**src/rtl/select_pkg.sv**
```systemverilog
// select_pkg: shared constants, state encoding and helpers for the select
// arbiter and the 8:1 select mux.
//   NREQ       number of requesters (8)
//   SEL_W      width of the select index (3)
//   IDLE/GRANT arbiter FSM state encoding
//   first_set  cyclic first-set search starting at a given index
package select_pkg;

  localparam int NREQ  = 8;
  localparam int SEL_W = 3;

  localparam logic [0:0] IDLE  = 1'b0;
  localparam logic [0:0] GRANT = 1'b1;

  typedef struct packed {
    logic             found;
    logic [SEL_W-1:0] idx;
  } pick_t;

  // Scan vec starting at 'start', wrapping modulo NREQ, and return the first
  // set position. The loop runs from the far end downwards so that the
  // closest hit to 'start' is the one left standing.
  function automatic pick_t first_set(input logic [NREQ-1:0]  vec,
                                      input logic [SEL_W-1:0] start);
    pick_t            r;
    logic [SEL_W-1:0] i;
    r.found = 1'b0;
    r.idx   = start;
    for (int k = NREQ - 1; k >= 0; k--) begin
      i = start + SEL_W'(k);
      if (vec[i]) begin
        r.found = 1'b1;
        r.idx   = i;
      end
    end
    return r;
  endfunction

endpackage

```
**src/rtl/select_arbiter_if.sv**
```systemverilog
// select_arbiter_if: requester/grant bundle between the requesters and the
// select arbiter.
//   req       per-requester request, bit i = requester i
//   din       packed operands, requester i at [i*WIDTH +: WIDTH]
//   flag      registered select index of the current owner
//   gnt       registered one-hot grant (0 while no owner)
//   valid     registered, high while an owner holds the grant
//   out       operand of the owner, 0 while valid is low
//   arb_state debug view of the arbiter FSM state (IDLE/GRANT)
// Handshake: a requester holds req[i] high for as long as it wants the mux;
// it owns the mux on every cycle where valid=1 and gnt[i]=1, and releases it
// by dropping req[i]. There is no separate ready: gnt is the acceptance.
interface select_arbiter_if #(
  parameter int WIDTH = 4
);
  import select_pkg::*;

  logic [NREQ-1:0]       req;
  logic [NREQ*WIDTH-1:0] din;
  logic [SEL_W-1:0]      flag;
  logic [NREQ-1:0]       gnt;
  logic                  valid;
  logic [WIDTH-1:0]      out;
  logic [0:0]            arb_state;

  modport master (
    output req, din,
    input  flag, gnt, valid, out, arb_state
  );

  modport slave (
    input  req, din,
    output flag, gnt, valid, out, arb_state
  );

endinterface

```
**src/rtl/select_mux.sv**
```systemverilog
// select_mux: 8:1 WIDTH-bit operand mux steered by flag and gated by valid.
// Shared with the existing datapath.
//   din   packed operands, slot i at [i*WIDTH +: WIDTH]
//   flag  select index
//   valid when low, out is forced to 0
//   out   selected operand
module select_mux
  import select_pkg::*;
#(
  parameter int WIDTH = 4
) (
  input  logic [NREQ*WIDTH-1:0] din,
  input  logic [SEL_W-1:0]      flag,
  input  logic                  valid,
  output logic [WIDTH-1:0]      out
);

  always_comb begin
    out = '0;
    if (valid) begin
      out = din[flag*WIDTH +: WIDTH];
    end
  end

endmodule

```
**src/rtl/select_arbiter.sv**
```systemverilog
// select_arbiter: round-robin, lock-holding arbiter that sequences eight
// requesters onto the 8:1 select mux.
//   clk  system clock, all state on posedge
//   rst  synchronous active-high reset
//   bus  select_arbiter_if.slave (req, din in; flag, gnt, valid, out,
//        arb_state out)
// Parameters: WIDTH operand width, MAX_HOLD tenure limit (1..15).
// Optional feature: define SELECT_ARB_HOLD_LIMIT_EN to end every tenure after
// MAX_HOLD granted cycles; without it an owner keeps the grant until it
// drops its request.
module select_arbiter
  import select_pkg::*;
#(
  parameter int WIDTH    = 4,
  parameter int MAX_HOLD = 4
) (
  input logic             clk,
  input logic             rst,
  select_arbiter_if.slave bus
);

  if (MAX_HOLD < 1 || MAX_HOLD > 15) begin : g_bad_max_hold
    $error("select_arbiter: MAX_HOLD must be within 1..15");
  end

  logic [0:0]       state_q, state_n;
  logic [SEL_W-1:0] flag_q, flag_n;
  logic [SEL_W-1:0] last_q, last_n;
  logic [NREQ-1:0]  gnt_q;
  logic             valid_q;
  logic             new_tenure;
  logic             limit;
  logic [NREQ-1:0]  others;
  pick_t            pick_idle;
  pick_t            pick_other;

`ifdef SELECT_ARB_HOLD_LIMIT_EN
  // Cycles already served in the current tenure, minus one. Saturates at 15.
  logic [3:0] hold_q;

  assign limit = (hold_q == 4'(MAX_HOLD - 1));

  always_ff @(posedge clk) begin
    if (rst) begin
      hold_q <= '0;
    end else if (state_n != GRANT || new_tenure) begin
      hold_q <= '0;
    end else if (hold_q != 4'hF) begin
      hold_q <= hold_q + 4'd1;
    end
  end
`else
  assign limit = 1'b0;
`endif

  // While granted, last_q equals flag_q, so both searches start right after
  // the most recent owner; the owner itself is masked out of the
  // re-arbitration vector so it can only come back when nobody else waits.
  assign others     = bus.req & ~(NREQ'(1) << flag_q);
  assign pick_idle  = first_set(bus.req, last_q + SEL_W'(1));
  assign pick_other = first_set(others, flag_q + SEL_W'(1));

  always_comb begin
    state_n    = state_q;
    flag_n     = flag_q;
    new_tenure = 1'b0;
    case (state_q)
      IDLE: begin
        if (pick_idle.found) begin
          state_n    = GRANT;
          flag_n     = pick_idle.idx;
          new_tenure = 1'b1;
        end
      end
      GRANT: begin
        if (bus.req[flag_q] && !limit) begin
          state_n = GRANT;
        end else if (pick_other.found) begin
          flag_n     = pick_other.idx;
          new_tenure = 1'b1;
        end else if (bus.req[flag_q]) begin
          // Tenure limit hit with no competitor: re-grant the same owner.
          new_tenure = 1'b1;
        end else begin
          state_n = IDLE;
        end
      end
      default: state_n = IDLE;
    endcase
    last_n = new_tenure ? flag_n : last_q;
  end

  always_ff @(posedge clk) begin
    if (rst) begin
      state_q <= IDLE;
      flag_q  <= '0;
      last_q  <= SEL_W'(NREQ - 1);
      gnt_q   <= '0;
      valid_q <= 1'b0;
    end else begin
      state_q <= state_n;
      flag_q  <= flag_n;
      last_q  <= last_n;
      valid_q <= (state_n == GRANT);
      gnt_q   <= (state_n == GRANT) ? (NREQ'(1) << flag_n) : '0;
    end
  end

  assign bus.flag      = flag_q;
  assign bus.gnt       = gnt_q;
  assign bus.valid     = valid_q;
  assign bus.arb_state = state_q;

  select_mux #(
    .WIDTH (WIDTH)
  ) u_mux (
    .din   (bus.din),
    .flag  (flag_q),
    .valid (valid_q),
    .out   (bus.out)
  );

endmodule
```
**src/flat_wrapper.sv**
```systemverilog
// flat-port wrapper written by rule: the top's interface ports become plain ports
module select_arbiter_flat import select_pkg::*;
#(
  parameter int WIDTH    = 4,
  parameter int MAX_HOLD = 4
)
  (clk, rst, bus_req, bus_din, bus_flag, bus_gnt, bus_valid, bus_out, bus_arb_state);
  select_arbiter_if #(.WIDTH(WIDTH)) bus_i ();
  input logic clk;
  input logic rst;
  input wire logic [$bits(bus_i.req)-1:0] bus_req;
  input wire logic [$bits(bus_i.din)-1:0] bus_din;
  output wire logic [$bits(bus_i.flag)-1:0] bus_flag;
  output wire logic [$bits(bus_i.gnt)-1:0] bus_gnt;
  output wire logic [$bits(bus_i.valid)-1:0] bus_valid;
  output wire logic [$bits(bus_i.out)-1:0] bus_out;
  output wire logic [$bits(bus_i.arb_state)-1:0] bus_arb_state;
  assign bus_i.req = bus_req;
  assign bus_i.din = bus_din;
  assign bus_flag = bus_i.flag;
  assign bus_gnt = bus_i.gnt;
  assign bus_valid = bus_i.valid;
  assign bus_out = bus_i.out;
  assign bus_arb_state = bus_i.arb_state;
  select_arbiter #(.WIDTH(WIDTH), .MAX_HOLD(MAX_HOLD)) u_core (.clk(clk), .rst(rst), .bus(bus_i));
endmodule
```
**config.mk**
```make
export PLATFORM = sky130hd
export DESIGN_NAME = select_arbiter_flat
export DESIGN_NICKNAME = d
export VERILOG_FILES = /design/src/rtl/select_pkg.sv /design/src/rtl/select_arbiter_if.sv /design/src/rtl/select_mux.sv /design/src/rtl/select_arbiter.sv /design/src/flat_wrapper.sv
export SDC_FILE = /design/constraint.sdc
export NUM_CORES = 1
export LEC_CHECK = 0
export BUFFER_PORTS_ARGS = -buffer_cell sky130_fd_sc_hd__buf_2
export CAP_MARGIN = 20
export CORE_MARGIN = 4
export CORE_UTILIZATION = 45
export DETAILED_ROUTE_END_ITERATION = 6
export HOLD_SLACK_MARGIN = 0.08
export PLACE_DENSITY = 0.74
export SETUP_SLACK_MARGIN = 0.1
export SYNTH_ARGS = -nofsm -noshare
export SYNTH_HDL_FRONTEND = slang
export SYNTH_SLANG_ARGS = --single-unit
export TNS_END_PERCENT = 20
```
**constraint.sdc**
```tcl
create_clock -name clk -period 4.4 [get_ports clk]
set_input_delay 0.88 -clock clk [delete_from_list [all_inputs] [get_ports clk]]
set_output_delay 0.88 -clock clk [all_outputs]
set_load 0.01 [all_outputs]
```
# == After elaboration in Yosys (flattened, before gate mapping) ==
# Index checks and enable logic that the tools add are counted.
# W data, S select, Z words.
# classes
n_addsub,16
n_lt_le_gt_ge,17
shift,3
mux,61
bitwise,4
reduce_logical,1
# op_table
cell,n
$lt A3 B4 Y1 const B,17
$mux W4,17
$bmux W1 S3,17
$shiftx A32 B6 Y4,1
$add A3 B3 Y3 const B,8
$mux W1,21
$shl A1 B3 Y8 const A,2
$add A3 B1 Y3 const B,4
$add A3 B2 Y3 const B,4
$mux W3,3
$and A8 B8 Y8,1
$not A8 Y8,1
$pmux W3 S2,1
$pmux W1 S2,2
$not A1 Y1,2
$reduce_or A2 Y1,1
# totals
ff_bits,15
output_inout_bits,17
word_cells,106

# == Longest topological paths before layout ==
# logic_depth
depth_word,18
depth_mapped,15

# == Cells and area by module ==
# A second synthesis with hierarchy kept.
# hier_totals
cells_unflattened,370
hier_area_um2,3075.4
# modules_own_cells
module,n_inst,cells_per_inst,area_per_inst_um2,seq_area_each_um2
select_arbiter,1,350,2808.9,300.3
select_mux,1,20,266.5,0.0

# == Worst setup path before layout ==
# OpenSTA, ideal clock, no wires.
# synth_timing
path_type,register to register
from,"register u_core.flag_q[1], in the netlist u_core.bus.flag[1]"
to,register u_core.last_q[2]
setup_time_ns,0.120
t_arrival_ns,3.557
required_time_ns,4.280
slack_ns,0.723
path_stages_with_launch,14
path_buffers,2
path_cell_list,dfxtp_1 > clkbuf_1 > inv_1 > ha_1 > buf_2 > mux2_1 > or3b_1 > a32oi_2 > nand4_1 > o21a_1 > and3_1 > a211oi_2 > nor2_1 > a211o_1
# synth_via
elab_chain_cells,16
elab_cells_between_ends,43
# synth_rtl
element,line_no,rtl
"start, declared",select_arbiter.sv:27,"logic [SEL_W-1:0] flag_q, flag_n;"
"start signal, assigned",select_arbiter.sv:102,flag_q <= flag_n;
branches (longest 16 deep; another with $add A3 B1 Y3),--,
"end signal, assigned",select_arbiter.sv:97,last_q <= SEL_W'(NREQ - 1);
"end signal, assigned",select_arbiter.sv:103,last_q <= last_n;
"end, declared",select_arbiter.sv:28,"logic [SEL_W-1:0] last_q, last_n;"
# Parallel ways; which one is timed is not known. The select of a mux whose other input is x is not followed.
# A chain may end at the register's enable or synchronous reset.

# == Worst setup path in the final report ==
# layout_timing
from,"register u_core.flag_q[2], in the netlist u_core.bus.flag[2]"
to,"register u_core.gnt_q[1], in the netlist u_core.bus.gnt[1]"
# layout_via
elab_chain_cells,18
elab_cells_between_ends,47
# layout_rtl
element,line_no,rtl
branches (longest 18 deep; another with $add A3 B1 Y3),--,
"end signal, assigned",select_arbiter.sv:105,gnt_q <= (state_n == GRANT) ? (NREQ'(1) << flag_n) : '0;
"end, declared",select_arbiter.sv:29,logic [NREQ-1:0] gnt_q;
# Parallel ways; which one is timed is not known. The select of a mux whose other input is x is not followed.

==> metrics.md <==
| Metric | Value |
|---|---|
| Skew final | 0.00450 ns |
| Net Sw Frac | 53.8% |
| #FFs+latches synth | 15 |
| Met3 Use GR | 3.17% |
| Synth Net Count | ~390 |
| Hold WC Path Type | flop to flop |
| Power Density | 945 mW/mm^2 |
| TritonCTS clock tree | built |
| Final period util | 81.5% |
| Routability cong. | just under 1 |
| Final instance area | ~0.0033 sq mm |
| DRT Pass-1 Iters | 5 |
| YS warnings | 0 |
| Syn Std Cell Area | approximately 0.003 sq mm |
| Status | completed |
| Levels on crit path | 11 |
| Final Hold Fails | 0 |
| GRT busiest layer | met2 |
| HPWL after DPL | 6.13 mm |
| Placed insts | ~460 |
| Routed len/inst | approximately 17 um |
| Std-Cell Rows | 29 |
| CTS buffer count | 3 |
| Max Fclk | ~280 MHz |
| H-tree depth | 1 |
| Worst Max-Slew Pin Slew | 0.665 ns |
| # fillers | 600 |
| Final Slew Violations | 0 |
| CTS sink count | 15 |
| Seq pwr share | 6.3% |
| Final nets | approximately 440 |
| Clock Tree Root | clkbuf_8 |
| Clk slew on worst S/H paths | roughly 0.06 ns |
| EDFF count, synth | 0 |
| Hold depth | 2 |
| Post-CTS setup buffers | 0 |
| Crit path max fanout | 14 |
| RSZ-0062 raised after global routing | no |
| Crit-path cells | buf_4 > clkinv_1 > ha_1 > xnor2_1 > mux4_2 > nand3_1 > a221oi_2 > or3_1 > a311oi_2 > nor3b_2 > and3_1 |
| M1 GR Usage | 27.3% |
| Worst hold slack | 0.539 ns |
| Number of I/O port buffers | 58 |
| Worst Setup End Kind | flop |
| Worst Reg-to-Reg Cells | 11 |
| Die width | 88.9 um |
| Cell leakage power | roughly 1.4 nW |
| Sequential share of the synthesized area | 10.2% |
| Setup TNS | 0 ns |
| Die height | 88.9 um |
| Design Power | 3.10 mW |
| Ports | 59 |
| Most common cell after layout, fill and taps aside | buf_2 |
| Commonest cells after routing, fill and taps aside | buf_2 (58), nand2_1 (33), nor2_1 (28) |
| Initial Util | 46.3% |
| Maxcap violations | 0 |
| Clock Path Buffers | 2 |
| Post-route minimum period | 3.59 ns |
| Post-CTS sizing | 0 |
| Area growth, synth to finish | 11.5% |
| Die Area | 0.00789 sq mm |
| Combinational power share | ~90% |
| Placeable Area | 0.00635 sq mm |
| Crit path arrival time | 3.73 ns |
| Sw power | 1.67 mW |
| Slowest-stage cell, CP | mux4_2 |
| Overall Global Routing Usage | 20.7% |
| Internal | 1.43 mW |
| Slew HR | around 56% |
| Async S/R FF share, synth | 0% |
| # DRC | 0 |
| Hold-fix buffers, CTS | 0 |
| Clock share of power | 3.6% |
| Post-synth top flop | dfxtp_1 |
| Post-route ant nets | 0 |
| Antenna cells | 0 |
| Met2 GRT Util | 35.6% |
| Crit path required time | about 4.5 ns |
| Via/cell ratio | approximately 6.5 |
| Startpoint Class | flop |
| Finished Layout Cells | 463 |
| Mapped Avg Cell Area | 8.60 sq um |
| Vias in the first global route | 2819 |
| Synth Instances | about 340 |
| Worst vdd ir | 590 uV |
| Starting DRT DRC Count | 150 |
| Skew-Pair Late Insertion Delay | 0.25 ns |
| Initial antenna violation count | 0 |
| CP peak stage delay | approximately 0.64 ns |
| Worst Setup Path Type | flop to flop |
| Crit path buffers/inverters | 2 |
| # setup viols final | 0 |
| Share of layout cells above drive strength 1 | 30.3% |
| Placed instance area | 0.00323 sq mm |
| First-pass GRT wire length | about 13 mm |
| Synth cell types | 79 |
| Drt total wl | 8.03 mm |
| GRT Residual Overflow | 0 |
| Delay-heaviest family, CP | simple AND/OR/NAND/NOR gates |
| Largest net degree at the start of global routing | 37 |
| Vias | 3002 |
==> worst reg2reg max path, cell delays in order (launching register included) <==
cell,delay [ns]
dfxtp_1,0.31
buf_4,0.18
clkinv_1,0.22
ha_1,0.41
xnor2_1,0.45
mux4_2,0.64
nand3_1,0.20
a221oi_2,0.06
or3_1,0.37
a311oi_2,0.33
nor3b_2,0.15
and3_1,0.18
==> Yosys cell counts (3+ instances only) <==
cell       n  area share (%)
ha_1      10             4.3
nor2_1    28             3.6
inv_1     11             1.4
dfxtp_1   15              10
o211ai_1   5             1.3
clkbuf_1  10             1.3
mux2i_1   18             6.1
nor3_1    14             2.4
nand4_1    3            0.64
mux4_2    26              20
o31ai_1    3            0.77
a32oi_1    4             1.2
a221oi_1   4             1.2
mux2_2     3             1.1
nand3_1    3            0.51
a211oi_1   6             1.5
nand2_1   33             4.2
nor2b_1    6             1.3
buf_4      3            0.77
a31oi_1    5             1.1
a21oi_1   22             3.7
a22oi_1    3            0.77
xnor2_1    5             1.5
buf_2      7             1.2
nand2b_1   7             1.5
xor2_1     4             1.2
a21o_1     3            0.77
and3_1     6             1.3
o21ai_0   11             1.9
and2_1     4            0.85
==> registers in the layout (all words and copies together), names as in the netlist <==
| name | flops |
|---|---|
| u_core.last_q | 3 |
| u_core.bus.flag | 3 |
| u_core.bus.arb_state | 1 |
| u_core.bus.gnt | 8 |
==> per-stage QoR <==
step	utilization [%]	setup slack, ns
after CTS	51.7	0.820
final	51.7	0.813
after global placement	50.9	0.887
after global routing	51.7	0.531
after detailed placement	50.9	0.781
after floorplan	-	0.723
==> metal layers <==
layer / up-vias / wire, um
met5: - / 0
met4: 0 / 154
met1: 1432 / 3360
met3: 16 / 630
met2: 139 / 3880
li1: 1415 / -
==> final timing paths <==
kind                                          from                 to  slack, ns
worst min-delay path              u_core.last_q[1]   u_core.last_q[1]       0.54
worst max register to register  u_core.bus.flag[2]  u_core.bus.gnt[1]       0.81
worst max-delay path            u_core.bus.flag[2]  u_core.bus.gnt[1]       0.81
worst min register to register    u_core.last_q[1]   u_core.last_q[1]       0.54
==> power groups by stage <==
stage                     combinational [mW]  clock [mW]  sequential (mW)
after detailed placement                2.74           0            0.200
after CTS                               2.75       0.117            0.197
final                                   2.79       0.113            0.197
after floorplan                         2.25           0            0.217
after global routing                    3.06       0.121            0.200
after global placement                  2.70           0            0.200
==> layout make-up <==
class                      count  area [sq um]  area share [%]
clock buffer                   3          41.3            1.26
clock inverter                 1          7.51           0.229
inverter                      13          48.8            1.49
multi-input combinational    287          2430            74.0
sequential                    15           302            9.19
tap                           77          96.3            2.94
timing repair buffer          67           358            10.9
==> kinds of logic after synthesis <==
logic type	synth area share [%]
simple gates	19.2
compound gates	25.5
buf+inv	7.27
xor+xnor	4.55
mux	29.0
flops	10.2
fa+ha+maj	4.25
No activity file was read; power rests on OpenSTA's default activity.
